[src/rtl/core_pkg.sv]
// Shared core constants: default reservation-station depth and perf-counter width.
package core_pkg;
  localparam int NUM_RS_ENTRIES_DEF = 8;
  localparam int PERF_CNT_W         = 32;
endpackage

[src/rtl/issue_select_if.sv]
// Dispatch/issue bundle between the reservation station control and issue_select.
interface issue_select_if
  import core_pkg::*;
#(
  parameter int N = NUM_RS_ENTRIES_DEF
);
  localparam int IDXW = $clog2(N);
  localparam int CNTW = $clog2(N + 1);

  logic                  flush;
  logic                  alloc_valid;
  logic [IDXW-1:0]       alloc_idx;
  logic [N-1:0]          ready_vector;
  logic                  fu_ready;
  logic [N-1:0]          select_lines;
  logic                  select_valid;
  logic [CNTW-1:0]       occupancy;
  logic                  rs_full;
  logic                  alloc_err;
  logic [PERF_CNT_W-1:0] issue_count;
  logic [PERF_CNT_W-1:0] stall_count;

  modport master (
    output flush, alloc_valid, alloc_idx, ready_vector, fu_ready,
    input  select_lines, select_valid, occupancy, rs_full, alloc_err,
           issue_count, stall_count
  );

  modport slave (
    input  flush, alloc_valid, alloc_idx, ready_vector, fu_ready,
    output select_lines, select_valid, occupancy, rs_full, alloc_err,
           issue_count, stall_count
  );
endinterface

[src/rtl/issue_select_age_matrix.sv]
// Age matrix (age[i][j] = 1 means entry i is older than entry j) and oldest-ready selection.
module age_matrix
  import core_pkg::*;
#(
  parameter int N = NUM_RS_ENTRIES_DEF
) (
  input  logic                 clk,
  input  logic                 rst,
  input  logic                 alloc_en,
  input  logic [$clog2(N)-1:0] alloc_idx,
  input  logic [N-1:0]         keep,
  input  logic [N-1:0]         req,
  output logic [N-1:0]         winner
);
  logic [N-1:0] age [N];
  logic [N-1:0] cand;
  logic [N-1:0] pick;

  // NOTE: the matrix is a storage array but still gets a full reset, because
  // stale ordering bits must not survive a core reset.
  always_ff @(posedge clk) begin
    if (rst) begin
      for (int i = 0; i < N; i++) age[i] <= '0;
    end else if (alloc_en) begin
      for (int i = 0; i < N; i++) begin
        if (i == int'(alloc_idx))
          age[i] <= '0;
        else if (keep[i])
          age[i][alloc_idx] <= 1'b1;
      end
    end
  end

  // NOTE: every always_comb output is defaulted first so no path infers a latch.
  always_comb begin
    cand = '0;
    for (int i = 0; i < N; i++) begin
      cand[i] = req[i];
      for (int j = 0; j < N; j++) begin
        if (j != i && req[j] && !age[i][j]) cand[i] = 1'b0;
      end
    end
    // An empty candidate set cannot happen with a consistent matrix; fall back
    // to the requests so the lowest index still wins.
    pick   = (cand != '0) ? cand : req;
    winner = pick & (~pick + N'(1));
  end
endmodule

[src/rtl/issue_select.sv]
// Oldest-ready issue select for one FU. Optional perf counters under ISSUE_SELECT_PERF_EN.
module issue_select
  import core_pkg::*;
#(
  parameter int NUM_RS_ENTRIES = NUM_RS_ENTRIES_DEF
) (
  input logic         clk,
  input logic         rst,
  issue_select_if.slave bus
);
  localparam int N    = NUM_RS_ENTRIES;
  localparam int CNTW = $clog2(N + 1);

  logic [N-1:0]    valid;
  logic [N-1:0]    valid_n;
  logic [N-1:0]    req;
  logic [N-1:0]    winner;
  logic [N-1:0]    issued;
  logic [N-1:0]    keep;
  logic [N-1:0]    alloc_vec;
  logic [CNTW-1:0] occ_n;
  logic            fire;
  logic            alloc_hit;
  logic            alloc_ok;

  assign req    = valid & bus.ready_vector;
  assign fire   = bus.fu_ready && (req != '0);
  assign issued = fire ? winner : '0;
  assign keep   = valid & ~issued;

  // An out-of-range index is treated like a collision so it never allocates.
  assign alloc_hit = (int'(bus.alloc_idx) < N) ? valid[bus.alloc_idx] : 1'b1;
  assign alloc_ok  = bus.alloc_valid && !alloc_hit;

  always_comb begin
    alloc_vec = '0;
    if (alloc_ok) alloc_vec[bus.alloc_idx] = 1'b1;
    valid_n = keep | alloc_vec;
    occ_n   = '0;
    for (int i = 0; i < N; i++) occ_n = occ_n + CNTW'(valid_n[i]);
  end

  age_matrix #(.N(N)) u_age (
    .clk       (clk),
    .rst       (rst),
    .alloc_en  (alloc_ok && !bus.flush),
    .alloc_idx (bus.alloc_idx),
    .keep      (keep),
    .req       (req),
    .winner    (winner)
  );

  // NOTE: state uses non-blocking assignments so every flop samples pre-edge values.
  always_ff @(posedge clk) begin
    if (rst) begin
      valid            <= '0;
      bus.select_lines <= '0;
      bus.select_valid <= 1'b0;
      bus.occupancy    <= '0;
      bus.alloc_err    <= 1'b0;
    end else if (bus.flush) begin
      valid            <= '0;
      bus.select_lines <= '0;
      bus.select_valid <= 1'b0;
      bus.occupancy    <= '0;
    end else begin
      valid            <= valid_n;
      bus.select_lines <= issued;
      bus.select_valid <= fire;
      bus.occupancy    <= occ_n;
      if (bus.alloc_valid && alloc_hit) bus.alloc_err <= 1'b1;
    end
  end

  assign bus.rs_full = (bus.occupancy == CNTW'(N));

`ifdef ISSUE_SELECT_PERF_EN
  logic [PERF_CNT_W-1:0] issue_cnt;
  logic [PERF_CNT_W-1:0] stall_cnt;

  always_ff @(posedge clk) begin
    if (rst) begin
      issue_cnt <= '0;
      stall_cnt <= '0;
    end else begin
      if (fire && !bus.flush)             issue_cnt <= issue_cnt + 1'b1;
      if (req != '0 && !bus.fu_ready)     stall_cnt <= stall_cnt + 1'b1;
    end
  end

  assign bus.issue_count = issue_cnt;
  assign bus.stall_count = stall_cnt;
`else
  assign bus.issue_count = '0;
  assign bus.stall_count = '0;
`endif
endmodule
[src/flat_wrapper.sv]
// flat-port wrapper written by rule: the top's interface ports become plain ports
module issue_select_flat import core_pkg::*;
#(
  parameter int NUM_RS_ENTRIES = NUM_RS_ENTRIES_DEF
)
  (clk, rst, bus_flush, bus_alloc_valid, bus_alloc_idx, bus_ready_vector, bus_fu_ready, bus_select_lines, bus_select_valid, bus_occupancy, bus_rs_full, bus_alloc_err, bus_issue_count, bus_stall_count);
  issue_select_if bus_i ();
  input logic clk;
  input logic rst;
  input wire logic [$bits(bus_i.flush)-1:0] bus_flush;
  input wire logic [$bits(bus_i.alloc_valid)-1:0] bus_alloc_valid;
  input wire logic [$bits(bus_i.alloc_idx)-1:0] bus_alloc_idx;
  input wire logic [$bits(bus_i.ready_vector)-1:0] bus_ready_vector;
  input wire logic [$bits(bus_i.fu_ready)-1:0] bus_fu_ready;
  output wire logic [$bits(bus_i.select_lines)-1:0] bus_select_lines;
  output wire logic [$bits(bus_i.select_valid)-1:0] bus_select_valid;
  output wire logic [$bits(bus_i.occupancy)-1:0] bus_occupancy;
  output wire logic [$bits(bus_i.rs_full)-1:0] bus_rs_full;
  output wire logic [$bits(bus_i.alloc_err)-1:0] bus_alloc_err;
  output wire logic [$bits(bus_i.issue_count)-1:0] bus_issue_count;
  output wire logic [$bits(bus_i.stall_count)-1:0] bus_stall_count;
  assign bus_i.flush = bus_flush;
  assign bus_i.alloc_valid = bus_alloc_valid;
  assign bus_i.alloc_idx = bus_alloc_idx;
  assign bus_i.ready_vector = bus_ready_vector;
  assign bus_i.fu_ready = bus_fu_ready;
  assign bus_select_lines = bus_i.select_lines;
  assign bus_select_valid = bus_i.select_valid;
  assign bus_occupancy = bus_i.occupancy;
  assign bus_rs_full = bus_i.rs_full;
  assign bus_alloc_err = bus_i.alloc_err;
  assign bus_issue_count = bus_i.issue_count;
  assign bus_stall_count = bus_i.stall_count;
  issue_select #(.NUM_RS_ENTRIES(NUM_RS_ENTRIES)) u_core (.clk(clk), .rst(rst), .bus(bus_i));
endmodule
[config.mk]
export PLATFORM = sky130hd
export DESIGN_NAME = issue_select_flat
export DESIGN_NICKNAME = d
export VERILOG_FILES = /design/src/rtl/core_pkg.sv /design/src/rtl/issue_select_if.sv /design/src/rtl/issue_select_age_matrix.sv /design/src/rtl/issue_select.sv /design/src/flat_wrapper.sv
export SDC_FILE = /design/constraint.sdc
export NUM_CORES = 1
export LEC_CHECK = 0
export CAP_MARGIN = 0
export CORE_MARGIN = 2
export CORE_UTILIZATION = 30
export CTS_CLUSTER_DIAMETER = 50
export DETAILED_ROUTE_END_ITERATION = 16
export PLACE_DENSITY_LB_ADDON = 0.3
export SLEW_MARGIN = 20
export SYNTH_ARGS = -nofsm -noshare
export SYNTH_HDL_FRONTEND = slang
export SYNTH_HIERARCHICAL = 1
export SYNTH_SLANG_ARGS = --single-unit
[constraint.sdc]
create_clock -name clk -period 7.85 [get_ports clk]
set_input_delay 0.785 -clock clk [delete_from_list [all_inputs] [get_ports clk]]
set_output_delay 0.785 -clock clk [all_outputs]
set_load 0.01 [all_outputs]
# Word-level counts from Yosys, hierarchy flattened
# Memories as Yosys holds them, arrays and structs flattened.
# Cells that the tools add are included.
[totals]
out_inout_bits = 79
n_memories = 1
word_cells = 436
mem_bits_rw = 64
input_bits = 16
ff_bits = 22
[memory_table]
columns = ["memory", "depth", "width", "read_ports", "rd_clocked_by_memory_dff", "write_ports", "line_no", "source"]
rows = [
  ["u_core.u_age.age", 8, 8, 8, 0, 8, "issue_select_age_matrix.sv:15", "logic [N-1:0] age [N];"],
]
[op_classes]
n_bitwise = 79
n_reduce_logical = 124
eq_ne = 8
magnitude_cmp = 2
n_addsub = 8
n_mux = 209
[op_table]
columns = ["op", "n"]
rows = [
  ["$mux 1", 188],
  ["$mux 8", 19],
  ["$or 1x1->1", 72],
  ["$logic_and 1x1->1", 61],
  ["$logic_not 1->1", 58],
  ["$add 4x1->4", 6],
  ["$and 8x8->8", 3],
  ["$not 8->8", 2],
  ["$reduce_bool 8->1", 2],
  ["$eq 3x3->1 const A", 4],
  ["$add 8x1->8 const B", 1],
  ["$or 8x8->8", 1],
  ["$eq 2x3->1 const A", 2],
  ["$eq 4x4->1 const B", 1],
  ["$lt 3x4->1 const B", 1],
  ["$bmux 1 s3", 1],
  ["$demux 1 s3", 1],
  ["$eq 1x3->1 const A", 1],
  ["$ge 3x1->1 const B", 1],
  ["$logic_not 3->1", 1],
  ["$add 1x1->2", 1],
  ["$reduce_and 2->1", 1],
  ["$reduce_or 2->1", 1],
  ["$not 1->1", 1],
]

# Longest topological paths before layout
# Gate-level depths: netlist of run 1.
# An unclocked memory read counts as a cell.
[logic_depth]
depth_word = 26
depth_mapped = 17
ltp_nobuf = 16

# Modules after synthesis
# Netlist of run 1, hierarchy kept.
[modules_own_cells]
columns = ["module", "cells_per_inst", "area_per_inst_um2", "seq_area_each_um2", "n_inst"]
rows = [
  ["age_matrix", 330, 3171.8, 1681.6, 1],
  ["issue_select", 194, 1752.9, 440.4, 1],
]

# Least setup slack after synthesis of run 1
# No wires, ideal clock.
[synth_timing]
path_kind = "input -> register"
start = "input port bus_ready_vector[2]"
end = "register u_core.bus.occupancy[2]"
t_arrival_ps = 4478
required_ps = 7716
path_stages = 14
slack_ps = 3238
n_path_buf = 1
setup_time_ps = 134
path_cell_list = "and2_1 or4_4 o41a_4 buf_6 a31o_2 fa_1 fa_1 fa_1 inv_1 ha_1 inv_1 fa_1 xor2_1 nor2_1"
[synth_between]
elab_chain_len = 24
word_cells_on_any_way = 70
cone_classes = "8 x add/sub; 46 x mux; 6 x bitwise; 10 x reduce/logical"
[synth_rtl]
columns = ["element", "line_no", "source"]
rows = [
  ["start: declaration", "flat_wrapper.sv:13", "input wire logic [$bits(bus_i.ready_vector)-1:0] bus_ready_vector;"],
  ["$and 8x8->8 *", "issue_select.sv:26", "assign req = valid & bus.ready_vector;"],
  ["$mux 1 or $logic_and 1x1->1 (tied branches)", "issue_select_age_matrix.sv:40", "if (j != i && req[j] && !age[i][j]) cand[i] = 1'b0;"],
  ["$mux 1 (6 in a row)", "issue_select_age_matrix.sv:40", ""],
  ["$reduce_bool 8->1", "issue_select_age_matrix.sv:45", "pick = (cand != '0) ? cand : req;"],
  ["$mux 8", "issue_select_age_matrix.sv:45", ""],
  ["$not 8->8", "issue_select_age_matrix.sv:46", "winner = pick & (~pick + N'(1));"],
  ["$add 8x1->8", "issue_select_age_matrix.sv:46", ""],
  ["$and 8x8->8", "issue_select_age_matrix.sv:46", ""],
  ["$mux 8 *", "issue_select.sv:28", "assign issued = fire ? winner : '0;"],
  ["$not 8->8 *", "issue_select.sv:29", "assign keep = valid & ~issued;"],
  ["$and 8x8->8 *", "issue_select.sv:29", ""],
  ["$or 8x8->8 *", "issue_select.sv:38", "valid_n = keep | alloc_vec;"],
  ["$add 1x1->2", "issue_select.sv:40", "for (int i = 0; i < N; i++) occ_n = occ_n + CNTW'(valid_n[i]);"],
  ["$add 4x1->4 (5 in a row)", "issue_select.sv:40", ""],
  ["$add 4x1->4 *", "issue_select.sv:40", ""],
  ["end signal: assignment", "issue_select.sv:70", "bus.occupancy <= occ_n;"],
  ["end: declaration", "issue_select_if.sv:31", "output select_lines, select_valid, occupancy, rs_full, alloc_err,"],
]
# Every way passes the cells marked *; elsewhere a longest branch is shown, timed or not.
# A chain may end at the register's enable or synchronous reset.

# Worst setup path in the final report of run 1
[layout_timing]
start = "input port bus_ready_vector[2]"
end = "register u_core.bus.occupancy[2]"
[layout_between]
elab_chain_len = 24
word_cells_on_any_way = 70
cone_classes = "8 x add/sub; 46 x mux; 6 x bitwise; 10 x reduce/logical"
[layout_rtl]
columns = ["element", "line_no", "source"]
rows = [
  ["$and 8x8->8 *", "issue_select.sv:26", ""],
  ["named net u_core.req[2]", "issue_select.sv:16", "logic [N-1:0] req;"],
  ["$mux 1 or $logic_and 1x1->1 (tied branches)", "issue_select_age_matrix.sv:40", ""],
  ["$mux 1 (6 in a row)", "issue_select_age_matrix.sv:40", ""],
  ["$reduce_bool 8->1", "issue_select_age_matrix.sv:45", ""],
  ["$mux 8 *", "issue_select_age_matrix.sv:45", ""],
  ["$not 8->8", "issue_select_age_matrix.sv:46", ""],
  ["$add 8x1->8", "issue_select_age_matrix.sv:46", ""],
  ["$and 8x8->8 *", "issue_select_age_matrix.sv:46", ""],
  ["named net u_core.winner[1]", "issue_select.sv:17", "logic [N-1:0] winner;"],
  ["$mux 8 *", "issue_select.sv:28", ""],
  ["$not 8->8 *", "issue_select.sv:29", ""],
  ["$and 8x8->8 *", "issue_select.sv:29", ""],
  ["$or 8x8->8 *", "issue_select.sv:38", ""],
  ["$add 1x1->2 *", "issue_select.sv:40", ""],
  ["$add 4x1->4 * (6 in a row)", "issue_select.sv:40", ""],
]
# Mark *: on every way through the listed nets, which the timed path passes. The rest lies on a longest branch.

==> results of run 1 <==
## cell usage in the layout (no fill, tap or decap), types with 3 or more instances in the layout
cell / netlist / final
a21boi_0: 8 / 8
a21oi_1: 6 / 6
a311oi_1: 3 / 3
a311oi_2: 5 / 5
a31o_2: 8 / 8
a31oi_1: 4 / 4
and2_1: 9 / 9
and3_1: 8 / 8
buf_4: 65 / 6
clkbuf_16: 0 / 9
clkdlybuf4s50_1: 0 / 30
conb_1: 1 / 64
dfxtp_1: 22 / 22
edfxtp_1: 56 / 56
fa_1: 4 / 4
ha_1: 3 / 3
inv_1: 19 / 19
inv_2: 6 / 6
mux2i_1: 4 / 4
nand2_1: 19 / 19
nand2b_1: 31 / 31
nand3_1: 4 / 4
nand4_1: 5 / 5
nor2_1: 68 / 68
nor2b_1: 12 / 12
nor3_1: 3 / 3
nor4_1: 3 / 3
o2111a_1: 4 / 4
o2111ai_1: 8 / 8
o21ai_0: 43 / 42
o21ai_1: 14 / 15
o22a_1: 4 / 4
o22ai_1: 8 / 8
or2_2: 4 / 4
or3_1: 8 / 8
## layer usage
| metal | share of wire | wire, um |
|---|---|---|
| met5 | 0 | 0 |
| met4 | 0.022 | 292 |
| met3 | 0.070 | 930 |
| met2 | 0.46 | 6070 |
| met1 | 0.45 | 5940 |
## through the flow
stage | hold WS (ns) | total power (uW) | area [um^2] | util | instances
after floorplan | 0.463 | 548 | 5160 | - | 587
after global placement | 0.436 | 553 | 5170 | 0.324 | 748
after detailed placement | 0.440 | 554 | 5170 | 0.324 | 748
after CTS | 0.452 | 950 | 5450 | 0.342 | 764
after global routing | 0.507 | 974 | 5460 | 0.342 | 764
final | 0.451 | 942 | 5460 | 0.342 | 764
## worst paths after layout
kind	from	endpoint	slack (ns)	cells after the start
setup / recovery	bus_ready_vector[2]	u_core/bus.occupancy[2]	2.63	17
setup reg to reg	u_core/valid[2]	u_core/bus.occupancy[2]	3.02	16
hold reg to reg	u_core/bus.alloc_err	u_core/bus.alloc_err	0.45	2
hold / removal	u_core/bus.alloc_err	u_core/bus.alloc_err	0.45	2
## state kept, by name (all words and copies together), names as in the netlist
| register | cells |
|---|---|
| u_core/valid | 8 |
| u_core/bus.select_lines | 8 |
| u_core/bus.occupancy | 4 |
| u_core/bus.select_valid | 1 |
| u_core/u_age/age | 56 |
| u_core/bus.alloc_err | 1 |
## final cells by class
type,count,area (um^2),share of cell area
tap,216,270,0.0495
clock buffer,13,264,0.0484
sequential,78,2120,0.389
multi-input combinational,393,2340,0.430
clock inverter,3,17.5,0.00321
timing repair buffer,36,345,0.0633
inverter,25,93.8,0.0172
## report_power, final
| group | switching [uW] | leakage [uW] | internal [uW] |
|---|---|---|---|
| Clock | 161 | 0.000144 | 235 |
| Combinational | 58.9 | 0.00100 | 28.3 |
| Sequential | 6.50 | 0.000755 | 453 |
| Total | 226 | 0.00190 | 716 |
## critical path, stage by stage
cell and delay (ns):
clkdlybuf4s50_1 0.46, and2_1 0.46, nand2b_1 0.15, o2111a_1 0.17, o2111ai_1 0.28, nand4bb_4 0.19
o41ai_2 0.50, a31o_2 0.25, fa_1 0.41, fa_1 0.51, fa_1 0.41, inv_1 0.07
ha_1 0.16, inv_1 0.05, fa_1 0.37, xor2_1 0.15, nor2_1 0.05
## kinds of logic (layout without fill, tap and decap cells)
logic type | after synthesis | count (layout)
AND/OR/NAND/NOR | 187 | 187
flip-flops | 78 | 78
XOR/XNOR | 1 | 1
adder cells (fa/ha/maj) | 7 | 7
multiplexers | 4 | 4
AO/OA/AOI/OAI | 130 | 130
other | 1 | 64
buffers and inverters | 116 | 77
==> results.py, run 1 <==
metrics = {
    "yosys": {
        "synth_mux_area_frac": 0.00813,
        "synth-simple-area-share": 0.207,
        "post-synth-top-count-cell": "nor2_1",
        "seq_area_frac_synth": 0.431,
        "ys_types": 60,
        "synth.top_cell.area_share": 0.341,
        "dominantRegCellSynth": "edfxtp_1",
        "synthXorXnorAreaFrac": 0.00178,
        "yosys-top-cells-count": "68 x nor2_1, 65 x buf_4, 56 x edfxtp_1",
        "synth.avg_cell_area_um2": 9.40,
        "post_synth_inst_count": 524,
        "synth.largest_area_cell": "edfxtp_1",
        "synth_adder_area_share": 0.0239,
        "synth.top_cells.by_area": "edfxtp_1 34%, buf_4 9.9%, dfxtp_1 8.9%",
        "synthesis.area_um2": 4920,
        "synth_warnings": 6,
        "synth_compound_area_frac": 0.186,
        "ys_seq_elements": 78,
        "synth_edf_count": 56,
        "synth_top_family_by_area": "simple AND/OR/NAND/NOR gates",
        "async_flop_share": 0,
    },
    "worst_setup_path": {
        "cp-start-kind": "primary input",
        "arrival_ns": 5.44,
        "crit_type": "in2reg",
        "required_ns": 8.07,
        "worst_setup_path_end_kind": "register",
        "cp_max_fo": 11,
    },
    "final_layout": {
        "fillers": 1674,
        "nets": 566,
        "drive_above_1_share": 0.100,
        "synthToLayoutAreaGrowth_pct": 10.8,
        "diodes": 0,
    },
    "die": {
        "start_util": 0.309,
        "die_w_um": 132,
        "row_count": 46,
        "die-area_um2": 17500,
        "dieHeight_um": 132,
        "pin_count": 95,
        "core_um2": 15900,
    },
    "sta": {
        "clock.fmax_mhz": 192,
        "final.min_clock_period_ns": 5.22,
        "setup_viol": 0,
        "max-slew-margin-rel": 0.241,
        "rsz0062_at_grt": "no",
        "final.setup_skew_ns": 0.00904,
        "fin_ws_ns": 2.63,
        "report.final.slew_viol_count": 0,
        "setup_tns_ns": 0,
        "final-hold-violation-count": 0,
        "worst_pin_slew_ns": 1.13,
        "min_period_over_period": 0.665,
    },
    "run": {
        "cap_viol_max_count": 0,
    },
    "power_and_ir_drop": {
        "p_leak_uw": 0.00190,
        "irDropWorstVdd_mv": 0.120,
        "power.density_nw_per_um2": 173,
    },
    "global_route": {
        "gr-usage-met2": 0.244,
        "grt_pass1_wl_um": 20300,
        "grt_start_max_net_pins": 34,
        "gr-max-usage-layer": "met2",
        "grt_usage": 0.149,
        "grt_use_met3": 0.0250,
        "grt_pass1_vias": 3630,
        "grt_remaining_overflow": 0,
        "antenna_found_initial": 0,
        "grtUsageMet1": 0.201,
    },
    "routing": {
        "num_vias": 3947,
        "via_per_inst": 5.17,
        "drc": 0,
        "drtAntennaViolNets": 0,
        "drtIter0Drc": 305,
        "dr.pass1.iters": 5,
        "wl_per_cell_um": 17.3,
        "routed_wl_um": 13200,
    },
    "cts": {
        "post_cts_buffers": 0,
        "cts_inserted_buffers": 9,
        "cts_hold_buf": 0,
        "htreeDepth": 3,
        "cts_tree": "done",
        "clk_latency_ns": 0.35,
        "clk_pin_slew_ns": 0.06,
        "cts.repair.resized": 0,
        "cts_sinks": 78,
        "cts.path.max_buffers": 2,
        "clockRootBuffer": "clkbuf_16",
    },
    "placement": {
        "dpl.hpwl_um": 9690,
        "port_buffers": 30,
        "pre_cts_ws_ns": 2.30,
        "gp_congestion": 0.943,
    },
    "min_path": {
        "hold_class": "reg2reg",
    },
    "run_status": {
        "status": "completed",
    },
}
Power figures use the tool's default switching activity.
==> run 2, diff against run 1 <==
- clock period: 7.85 -> 4.4 ns (I/O delays scaled with it)
==> run 2 against run 1 <==
  * Sequential cell count unchanged
  * Critical path depth decreased by 2
  * Register-to-register slack got worse by 2.9 ns
  * Cell area increased by 13%
  * Routed wire length increased by 5.1%
  * Hold slack improved by 0.0042 ns
  * Power increased by 80%
  * Via count increased by 4.7%
  * Setup slack got worse by 2.5 ns
  * Critical path type is now reg2reg
  * Critical endpoint is now u_core/bus.occupancy[1]
  * Largest cell class unchanged
==> results.py, run 2 (synthesized netlist as in run 1, its figures left out) <==
metrics = {
    "run_status": {
        "status": "completed",
    },
    "worst_setup_path": {
        "worst-path-buf-inv": 3,
        "crit_path_frequent_cell": "fa_1",
        "path_cells": "and2_4 > inv_6 > o22a_1 > and4_4 > nand4bb_4 > o41ai_4 > a31o_2 > fa_1 > fa_1 > fa_1 > inv_1 > ha_2 > inv_2 > fa_2 > nor2_1",
        "cp_max_fo": 8,
        "slowest_delay_ns": 0.54,
        "cpMaxStageDelayCell": "fa_2",
        "worst_setup_path_end_kind": "register",
        "required_ns": 4.63,
        "crit_type": "reg2reg",
        "r2r_slack_ns": 0.13,
        "path_delay_family": "adder cells",
        "cp-start-kind": "register",
        "arrival_ns": 4.49,
    },
    "power_and_ir_drop": {
        "irDropWorstVdd_mv": 0.193,
        "p_leak_uw": 0.00234,
        "power.density_nw_per_um2": 276,
    },
    "sta": {
        "final.min_clock_period_ns": 4.27,
        "clock.fmax_mhz": 234,
        "setup_viol": 0,
        "max-slew-margin-rel": 0.460,
        "holdWs_ns": 0.455,
        "rsz0062_at_grt": "no",
        "report.final.slew_viol_count": 0,
        "setup_tns_ns": 0,
        "min_period_over_period": 0.969,
        "final.setup_skew_ns": 0.00778,
        "worst_pin_slew_ns": 0.804,
        "final-hold-violation-count": 0,
    },
    "cts": {
        "cts_inserted_buffers": 9,
        "cts_sinks": 78,
        "cts.path.max_buffers": 2,
        "htreeDepth": 3,
        "clk_pin_slew_ns": 0.06,
        "cts_tree": "done",
        "clk_latency_ns": 0.34,
        "clockRootBuffer": "clkbuf_16",
    },
    "die": {
        "core_um2": 15900,
        "start_util": 0.309,
        "row_count": 46,
        "pin_count": 95,
        "die-area_um2": 17500,
        "die_w_um": 132,
        "dieHeight_um": 132,
    },
    "final_layout": {
        "nets": 631,
        "synthToLayoutAreaGrowth_pct": 24.7,
        "finalInstanceArea_um2": 6140,
        "diodes": 0,
        "layout_common_cells": "69 x buf_4, 68 x nor2_1, 64 x conb_1",
        "top_regs": "u_core/u_age/age (56), u_core/bus.select_lines (8), u_core/valid (8)",
        "largest_register": "u_core/u_age/age",
        "largest_reg_flops": 56,
        "final_core_util": 0.385,
        "drive_above_1_share": 0.240,
        "final_common_cell": "buf_4",
    },
    "routing": {
        "dr.pass1.iters": 5,
        "via_per_inst": 4.99,
        "drtAntennaViolNets": 0,
        "routed_wl_um": 13900,
        "drtIter0Drc": 373,
        "num_vias": 4133,
        "wl_per_cell_um": 16.8,
        "drc": 0,
    },
    "global_route": {
        "antenna_found_initial": 0,
        "grt_pass1_vias": 3780,
        "grt_remaining_overflow": 0,
        "grt_pass1_wl_um": 21200,
        "grt_start_max_net_pins": 20,
        "grt_usage": 0.156,
    },
    "placement": {
        "dpl.hpwl_um": 10400,
        "dpl_cell_area_um2": 5620,
        "gp_congestion": 0.902,
        "port_buffers": 30,
    },
    "run": {
        "cap_viol_max_count": 0,
    },
    "min_path": {
        "hold_class": "reg2reg",
    },
}
## run 2: tightest hold or removal path, delay by kind of cell, from the launching register on
family | cells | cell delay [ns]
AO/OA/AOI/OAI | 1 | 0.05
buffers and inverters | 1 | 0.05
flip-flops | 1 | 0.31
## run 2: what timing repair did
action,CTS,global route
hold buffers,0,0
resized for setup,6,49
pin swaps,0,17
endpoints found under the hold margin,0,0
buffers inserted,0,7
endpoints found under the setup margin,2,2
## run 2: worst paths after layout
check                           depth (start not counted)                  from                 endpoint
worst max-delay path                                   15       u_core/valid[1]  u_core/bus.occupancy[1]
worst min-delay path                                    2  u_core/bus.alloc_err     u_core/bus.alloc_err
worst max register to register                         15       u_core/valid[1]  u_core/bus.occupancy[1]
worst min register to register                          2  u_core/bus.alloc_err     u_core/bus.alloc_err
## run 2: area by class of cell
class                      count  area (um^2)
clock buffer                   9          225
sequential                    78         2130
clock inverter                 7         48.8
multi-input combinational    393         2480
tap                          216          270
timing repair buffer         101          870
inverter                      25          111
fill                        1597         9800
## run 2: power by group
part	switching, uW	leakage, uW	total [uW]	internal, uW
Clock	317	0.000132	700	383
Combinational	112	0.00145	176	63.9
Sequential	10.8	0.000758	818	807
## run 2: through the flow
step	worst slack (ns)	std cells	power, uW
CTS	0.000138	822	1700
finish	0.135	829	1690
global placement	-0.393	806	998
floorplan	0.133	587	977
detailed placement	-0.470	806	1000
global route	0.00875	829	1750
## run 2: layer usage
| layer | wire [um] | GRT usage | vias up |
|---|---|---|---|
| met4 | 298 | 0.0562 | 0 |
| met1 | 6120 | 0.210 | 1966 |
| met5 | 0 | 0 | - |
| li1 | - | - | 1923 |
| met3 | 1030 | 0.0292 | 23 |
| met2 | 6470 | 0.249 | 221 |
